### config.mk
export PLATFORM = sky130hd
export DESIGN_NAME = tl_ul_mem_responder
export DESIGN_NICKNAME = d
export VERILOG_FILES = /design/src/rtl/tl_ul_mem_responder.sv
export SDC_FILE = /design/constraint.sdc
export NUM_CORES = 1
export LEC_CHECK = 0
export ABC_AREA = 1
export ABC_CLOCK_PERIOD_IN_PS = 2400
export CORE_MARGIN = 4
export CORE_UTILIZATION = 30
export CTS_CLUSTER_DIAMETER = 40
export DETAILED_ROUTE_END_ITERATION = 16
export GPL_TIMING_DRIVEN = 1
export PLACE_DENSITY = 0.53
export REMOVE_ABC_BUFFERS = 1
export SETUP_SLACK_MARGIN = 0.15
export SLEW_MARGIN = 20
export SYNTH_ARGS = -nofsm -noshare
export SYNTH_HDL_FRONTEND = slang
export SYNTH_SLANG_ARGS = --single-unit
### constraint.sdc
create_clock -name clock -period 2.4 [get_ports clock]
set_input_delay 0.48 -clock clock [delete_from_list [all_inputs] [get_ports clock]]
set_output_delay 0.48 -clock clock [all_outputs]
set_load 0.005 [all_outputs]
### src/rtl/tl_ul_mem_responder.sv
// TileLink-UL style memory responder.
// Accepts PutFullData / PutPartialData / Get requests on the A channel, applies
// them to a small word-addressed memory, and returns one response per request
// on the D channel through an in-order response queue.
module tl_ul_mem_responder #(
    parameter int DEPTH  = 16,  // number of 32-bit words, power of two (2..256)
    parameter int SRC_W  = 4,   // source ID width
    parameter int QDEPTH = 2    // response queue entries
) (
    input  logic             clock,
    input  logic             reset_n,
    input  logic             a_valid,
    output logic             a_ready,
    input  logic [2:0]       a_opcode,
    input  logic [SRC_W-1:0] a_source,
    input  logic [31:0]      a_address,
    input  logic [3:0]       a_mask,
    input  logic [31:0]      a_data,
    output logic             d_valid,
    input  logic             d_ready,
    output logic [2:0]       d_opcode,
    output logic [SRC_W-1:0] d_source,
    output logic [31:0]      d_data,
    output logic             d_denied
);

    localparam int AW = (DEPTH > 1) ? $clog2(DEPTH) : 1;
    localparam int PW = (QDEPTH > 1) ? $clog2(QDEPTH) : 1;
    localparam int CW = $clog2(QDEPTH + 1);

    localparam logic [2:0] OP_PUT_FULL    = 3'd0;
    localparam logic [2:0] OP_PUT_PARTIAL = 3'd1;
    localparam logic [2:0] OP_GET         = 3'd4;
    localparam logic [2:0] OP_ACK         = 3'd0;
    localparam logic [2:0] OP_ACK_DATA    = 3'd1;

    // Memory words; kept in flops because reset must clear every word.
    logic [31:0] mem_q [DEPTH];
    logic [31:0] mem_d [DEPTH];

    // Response queue storage, one field per array.
    logic [2:0]       q_opcode_q [QDEPTH];
    logic [2:0]       q_opcode_d [QDEPTH];
    logic [SRC_W-1:0] q_source_q [QDEPTH];
    logic [SRC_W-1:0] q_source_d [QDEPTH];
    logic [31:0]      q_data_q   [QDEPTH];
    logic [31:0]      q_data_d   [QDEPTH];
    logic             q_denied_q [QDEPTH];
    logic             q_denied_d [QDEPTH];

    logic [PW-1:0] wr_ptr_q, wr_ptr_d;
    logic [PW-1:0] rd_ptr_q, rd_ptr_d;
    logic [CW-1:0] count_q, count_d;

    logic          push;
    logic          pop;
    logic          is_get;
    logic          is_put;
    logic          req_denied;
    logic          mem_wr;
    logic [AW-1:0] word_idx;
    logic [3:0]    wr_mask;
    logic [2:0]    rsp_opcode;
    logic [31:0]   rsp_data;

    // a_ready depends only on queue occupancy, so there is no d_ready -> a_ready path.
    assign a_ready = (count_q != CW'(QDEPTH));
    assign d_valid = (count_q != '0);

    // The head entry drives the D channel directly, so it holds while stalled.
    assign d_opcode = q_opcode_q[rd_ptr_q];
    assign d_source = q_source_q[rd_ptr_q];
    assign d_data   = q_data_q[rd_ptr_q];
    assign d_denied = q_denied_q[rd_ptr_q];

    // Request decode: legality check, write enables and the response to enqueue.
    always_comb begin
        push     = a_valid && a_ready;
        pop      = d_valid && d_ready;
        word_idx = a_address[AW+1:2];
        is_get   = (a_opcode == OP_GET);
        is_put   = (a_opcode == OP_PUT_FULL) || (a_opcode == OP_PUT_PARTIAL);
        req_denied = !(is_get || is_put)
                  || (a_address[1:0] != 2'b00)
                  || (a_address[31:2] >= 30'(DEPTH));
        wr_mask  = (a_opcode == OP_PUT_FULL) ? 4'hF : a_mask;
        mem_wr   = push && is_put && !req_denied;
        // Denied Gets still answer with AccessAckData so the requester sees the expected type.
        rsp_opcode = is_get ? OP_ACK_DATA : OP_ACK;
        rsp_data   = (is_get && !req_denied) ? mem_q[word_idx] : 32'h0;
    end

    // Byte-masked memory update for accepted, legal Puts.
    always_comb begin
        mem_d = mem_q;
        if (mem_wr) begin
            for (int b = 0; b < 4; b++) begin
                if (wr_mask[b]) begin
                    mem_d[word_idx][8*b +: 8] = a_data[8*b +: 8];
                end
            end
        end
    end

    // Memory state register; reset clears all words.
    always_ff @(posedge clock or negedge reset_n) begin
        if (!reset_n) begin
            for (int i = 0; i < DEPTH; i++) begin
                mem_q[i] <= '0;
            end
        end else begin
            mem_q <= mem_d;
        end
    end

    // Queue write, pointer wrap (modulo QDEPTH, which need not be a power of two) and occupancy.
    always_comb begin
        q_opcode_d = q_opcode_q;
        q_source_d = q_source_q;
        q_data_d   = q_data_q;
        q_denied_d = q_denied_q;
        wr_ptr_d   = wr_ptr_q;
        rd_ptr_d   = rd_ptr_q;
        count_d    = count_q;
        if (push) begin
            q_opcode_d[wr_ptr_q] = rsp_opcode;
            q_source_d[wr_ptr_q] = a_source;
            q_data_d[wr_ptr_q]   = rsp_data;
            q_denied_d[wr_ptr_q] = req_denied;
            wr_ptr_d = (wr_ptr_q == PW'(QDEPTH - 1)) ? '0 : wr_ptr_q + PW'(1);
        end
        if (pop) begin
            rd_ptr_d = (rd_ptr_q == PW'(QDEPTH - 1)) ? '0 : rd_ptr_q + PW'(1);
        end
        case ({push, pop})
            2'b10:   count_d = count_q + CW'(1);
            2'b01:   count_d = count_q - CW'(1);
            default: count_d = count_q;
        endcase
    end

    // Queue state registers; reset discards all pending responses.
    always_ff @(posedge clock or negedge reset_n) begin
        if (!reset_n) begin
            for (int i = 0; i < QDEPTH; i++) begin
                q_opcode_q[i] <= '0;
                q_source_q[i] <= '0;
                q_data_q[i]   <= '0;
                q_denied_q[i] <= 1'b0;
            end
            wr_ptr_q <= '0;
            rd_ptr_q <= '0;
            count_q  <= '0;
        end else begin
            q_opcode_q <= q_opcode_d;
            q_source_q <= q_source_d;
            q_data_q   <= q_data_d;
            q_denied_q <= q_denied_d;
            wr_ptr_q   <= wr_ptr_d;
            rd_ptr_q   <= rd_ptr_d;
            count_q    <= count_d;
        end
    end

endmodule
Word level (Yosys, flattened, before mapping)
Cells that the tools add are included.
W data, S select, Z words.
- reductions and logical operators: 17
- eq/ne operators: 5
- add/subtract/negate cells: 4
- order comparisons: 6
- muxes and demuxes: 52
- bitwise logic cells: 3
- operators by type and width (kind ; number):
    $mux W512 ; 7
    $bwmux W512 ; 4
    $demux W32 S4 ; 4
    $mux W32 ; 8
    $bmux W32 S4 ; 1
    $bwmux W64 ; 1
    $demux W32 S1 ; 1
    $ge A30 B5 Y1 const B ; 1
    $mux W24 ; 1
    $mux W4 ; 5
    $mux W16 ; 1
    $mux W3 ; 4
    $bwmux W8 ; 1
    $mux W8 ; 1
    $logic_and A1 B1 Y1 ; 7
    $mux W1 ; 7
    $bwmux W6 ; 1
    $reduce_bool A2 Y1 ; 3
    $ge A5 B5 Y1 const B ; 1
    $lt A5 B1 Y1 const B ; 1
    $not A4 Y5 ; 1
    $demux W4 S1 ; 1
    $ge A2 B2 Y1 const B ; 2
    $logic_or A1 B1 Y1 ; 4
    16 further kinds ; 19
- output and inout port bits: 42
- register bits: 596

Depth between registers and ports, before layout
- word-level depth: 17
- depth in mapped cells: 12
- gate-level depth less buffers: 10

Worst setup path before layout
No wires, ideal clock.
- kind: in2reg
- start: input a_opcode[2]
- end: register mem_q[280] (netlist bit)
- library setup time: 0.118 ns
- buffers on the path: 1
- data required time: 2.282 ns
- arrival time: 1.761 ns
- path slack: 0.522 ns
- cell stages on the path: 9
- path through: inv_1 > nand2_1 > nor2_1 > nor2_2 > buf_2 > nor2_1 > nand2_1 > nand2_1 > nand2_1
- word-level cells in the longest chain between the ends: 12
- ends and longest elaborated chain (item ; line ; RTL):
    start, declared ; 14 ; input logic [2:0] a_opcode,
    $logic_not A3 Y1 ; 82, 86 ;
    $mux W4 ; 86 ; wr_mask = (a_opcode == OP_PUT_FULL) ? 4'hF : a_mask;
    $mux W512 ; 98 ; if (wr_mask[b]) begin
    $mux W512 ; 96 ; if (mem_wr) begin
    $bwmux W512 ; 99 ; mem_d[word_idx][8*b +: 8] = a_data[8*b +: 8];
    $mux W512 ; 98 ;
    $mux W512 ; 96 ;
    $bwmux W512 ; 99 ;
    $mux W512 ; 98 ;
    $mux W512 ; 96 ;
    $bwmux W512 ; 99 ;
    $mux W512 ; 98 ;
    end signal, assigned ; 112 ; mem_q <= mem_d;
    end, declared ; 38 ; logic [31:0] mem_q [DEPTH];
Parallel ways exist; a longest one is shown, timed or not. The select of a mux whose other input is x is not followed.
A chain may end at the register's enable or synchronous reset.

Worst setup path after layout
- start: register rd_ptr_q
- end: output d_data[13]
- word-level cells in the longest chain between the ends: 4
- ends and longest elaborated chain (item ; line ; RTL):
    start, declared ; 52 ; logic [PW-1:0] rd_ptr_q, rd_ptr_d;
    start signal, assigned ; 160 ; rd_ptr_q <= rd_ptr_d;
    $not A1 Y2 (not written as such) ; 73 ; assign d_data = q_data_q[rd_ptr_q];
    $mux W32 (not written as such) (3 in series) ; 73 ;
    end, declared ; 23 ; output logic [31:0] d_data,
Every way passes these cells. The select of a mux whose other input is x is not followed.

==> summary.txt <==
Worst setup path
  – Critical Path End Type: output port
  – Critical path class: register to output port
  – Slowest CP cell: dfrtp_2
  – Max incr delay on CP: 420 ps
  – CP Cell Sequence: clkinv_4 > buf_6 > buf_12 > buf_12 > buf_12 > nand2_2 > nand2_1 > buf_2
  – CP max FO: 7
  – Crit path DAT: approximately 1900 ps
  – Worst setup SP type: register
  – WP data required: about 1900 ps
  – Most Frequent Cell on Critical Path: buf_12

Synthesis
  – Ys async rst share: 1.00
  – Commonest cells in the netlist: nand2_1 (1,643), nor2_1 (678), dfrtp_1 (592), nand4_1 (434), nor3_1 (253)
  – Most used DFF post-synth: dfrtp_1
  – FF+latch count, synth: between 500 and 600
  – Count leader, synth: nand2_1
  – Register area share after synthesis: 0.486
  – Avg Cell Area, Syn: 7.17 sq um
  – Yosys top cell area share: 0.486
  – Number of synthesized flops with an enable pin: 0
  – Yosys warns: 0
  – Post-synthesis cell type count: 24
  – Largest cells by area after synthesis: dfrtp_1 (49%), nand2_1 (20%), nand4_1 (8.9%), nor2_1 (8.4%), nor3_1 (4.2%)
  – Leading area contributor after synthesis: dfrtp_1
  – Synthesized instance count: ~4.3k
  – Netlist Area Pre-Place: 30,500 sq um

Drt
  – Wirelength per Cell: around 19 um
  – DRC viols: 0
  – Routed via count: roughly 30k
  – Max layer used: met4
  – DRT Pass-1 Iters: 6
  – Drt total wl: 113 mm
  – M1 WL: a little over 50 mm
  – Post-detailed-route count of antenna-violating nets: 0
  – Initial DRC count: slightly below 3k
  – Post-DR vias/cell: 5.02
  – Routed wl met2: between 50 and 60 mm
  – Metal3 WL: slightly above 6 mm

Job
  – Max-cap violations: 0

Floorplanning
  – Core area: roughly 100,000 sq um
  – Row cnt: roughly 120
  – Die W: 327 um
  – Boundary pin count: roughly 120
  – Initial Utilization: 0.303
  – Die Area: ~110,000 sq um
  – Die height: ~330 um

Cells and area
  – Antenna cells: 0
  – Layout Cells excl Fill: between 6k and 7k
  – Area delta synth->final: 34.7%
  – Layout cells sized above 1: 0.170
  – Util after Layout: 0.409
  – # nets final: around 4.7k

Place
  – Placed cells: 5,840
  – DPL Wire Length: 74.1 mm
  – GPL Wtd Cong: around 0.84
  – IO buf count: ~120

CTS
  – Total CTS buffers: roughly 110
  – Clock transition at path regs: about 50 ps
  – CTS tree: built
  – Maximum root-to-sink buffer count: 3
  – H-tree depth: 3
  – Clk_lat worst skew: around 670 ps
  – Clock tree sinks: 592
  – Root Buffer Master: clkbuf_16

Power
  – Leakage dissipation: roughly 22 nW
  – Pwr/cell area: between 700 and 800 nW/um^2
  – Max VDD drop: 0.543 mV

Timing
  – Final Max Tran Viols: 0
  – Worst clock skew: 26.1 ps
  – Tightest Pin Transition: approximately 1100 ps
  – Rel. slew slack: 0.276
  – Worst hold margin: 309 ps
  – Setup violations, final: 0
  – Final Hold Viols: 0
  – Minimum clock period after layout: between 2000 and 2500 ps
  – Fmax: around 420 MHz
  – Final period util: 0.990
  – RSZ-0062 raised after global routing: yes

Global routing
  – Pin count of the biggest net entering global routing: between 80 and 90
  – All-Layer GR Usage: 0.208
  – Grt ovf: 0
  – First-pass GRT wire length: 176 mm
  – Initial antenna violation count: 2
  – Vias in the first global route: 29.5k

Hold path
  – Hold WC Path Type: input port to async pin

Run status
  – Outcome: complete, no violations
layout make-up:
type | instances | area [sq um]
Timing Repair Buffer | 581 | 5800
Sequential cell | 592 | 14800
Clock buffer | 142 | 3080
Tap cell | 1357 | 1700
Fill cell | 10300 | 59400
Inverter | 61 | 239
Multi-Input combinational cell | 3269 | 14400
Clock inverter | 67 | 1070
routing by layer:
metal,vias to the layer above,track usage
li1,14700,-
met1,14700,0.294
met2,851,0.325
met3,195,0.0326
met4,0,0.0676
met5,-,0
critical path, delay by kind of cell, from the launching register on:
kind / cells / cell delay, ps
DFF: 1 / 420
buffers and inverters: 6 / 710
and+or+nand+nor: 2 / 90
report_power, final:
group,internal [W],switching (W),leakage [nW]
Sequential,0.0101,0.0000868,8.25
Combinational,0.00184,0.00280,11.7
Clock,0.0118,0.00559,1.97
Total,0.0238,0.00848,21.9
what timing repair did:
| action | 4_1_cts | 5_1_grt |
|---|---|---|
| hold endpoints to repair | 57 | 0 |
| setup buffers | 14 | 1 |
| resized for setup | 198 | 46 |
| gates cloned | 2 | 2 |
| hold buffers | 1 | 0 |
| setup endpoints to repair | 38 | 35 |
| pin swaps | 9 | 11 |
sequential cells by signal (all words and copies together) (netlist names):
| name | count |
|---|---|
| q_data_q | 64 |
| q_denied_q | 2 |
| q_opcode_q | 2 |
| rd_ptr_q | 1 |
| wr_ptr_q | 1 |
| mem_q | 512 |
| count_q | 2 |
| q_source_q | 8 |
per-stage QoR:
| step | setup WS, ps | power [W] | TNS, ps | area (sq um) |
|---|---|---|---|---|
| 2_1_floorplan | -15490 | 0.0118 | -7268320 | 29100 |
| 3_3_place_gp | -287 | 0.0142 | -118220 | 36500 |
| 3_5_place_dp | -324 | 0.0142 | -132360 | 36500 |
| 4_1_cts | -35.9 | 0.0323 | -77.4 | 40800 |
| 5_1_grt | -65.0 | 0.0334 | -443 | 41100 |
| 6_report | 23.4 | 0.0323 | 0 | 41100 |
kinds of logic after synthesis:
| group | share of synthesized area |
|---|---|
| compound gates | 0.00361 |
| buf+inv | 0.0521 |
| simple gates | 0.457 |
| flops | 0.486 |
| fa+ha+maj | 0.000410 |
| xor+xnor | 0.000862 |
| other cells | 0.000123 |
layout by cell type, fill, tap and decap left out, drive strengths merged:
master | synthesis | final
nand2 | 1653 | 1653
nor2 | 701 | 701
dfrtp | 592 | 592
buf | 127 | 495
nand4 | 434 | 434
nor3 | 255 | 255
nand3 | 195 | 195
clkbuf | 204 | 145
clkdlybuf4s50 | 0 | 78
inv | 48 | 51
clkinv | 13 | 32
bufinv | 0 | 26
o21ai | 20 | 20
clkinvlp | 0 | 19
or2 | 3 | 3
a21oi | 2 | 2
xor2 | 2 | 2
conb | 1 | 2
dlygate4sd2 | 0 | 2
xnor2 | 1 | 1
ha | 1 | 1
bufbuf | 0 | 1
dlygate4sd3 | 0 | 1
clkdlybuf4s15 | 0 | 1
path summary, 6_finish.rpt:
kind | startpoint | to | slack, ps | cells past startpoint
worst min-delay path | reset_n | mem_q[135]$_DFFE_PN0P_ | 310 | 2
max in group asynchronous | reset_n | mem_q[14]$_DFFE_PN0P_ | 1250 | 4
worst max-delay path | rd_ptr_q$_DFFE_PN0P_ | d_data[13] | 20 | 8
worst min register to register | mem_q[127]$_DFFE_PN0P_ | mem_q[127]$_DFFE_PN0P_ | 470 | 2
worst max register to register | count_q[0]$_DFFE_PN0P_ | mem_q[111]$_DFFE_PN0P_ | 380 | 10
min in group clock | a_source[3] | q_source_q[3]$_DFFE_PN0P_ | 380 | 3
No activity file was read; power rests on OpenSTA's default activity.
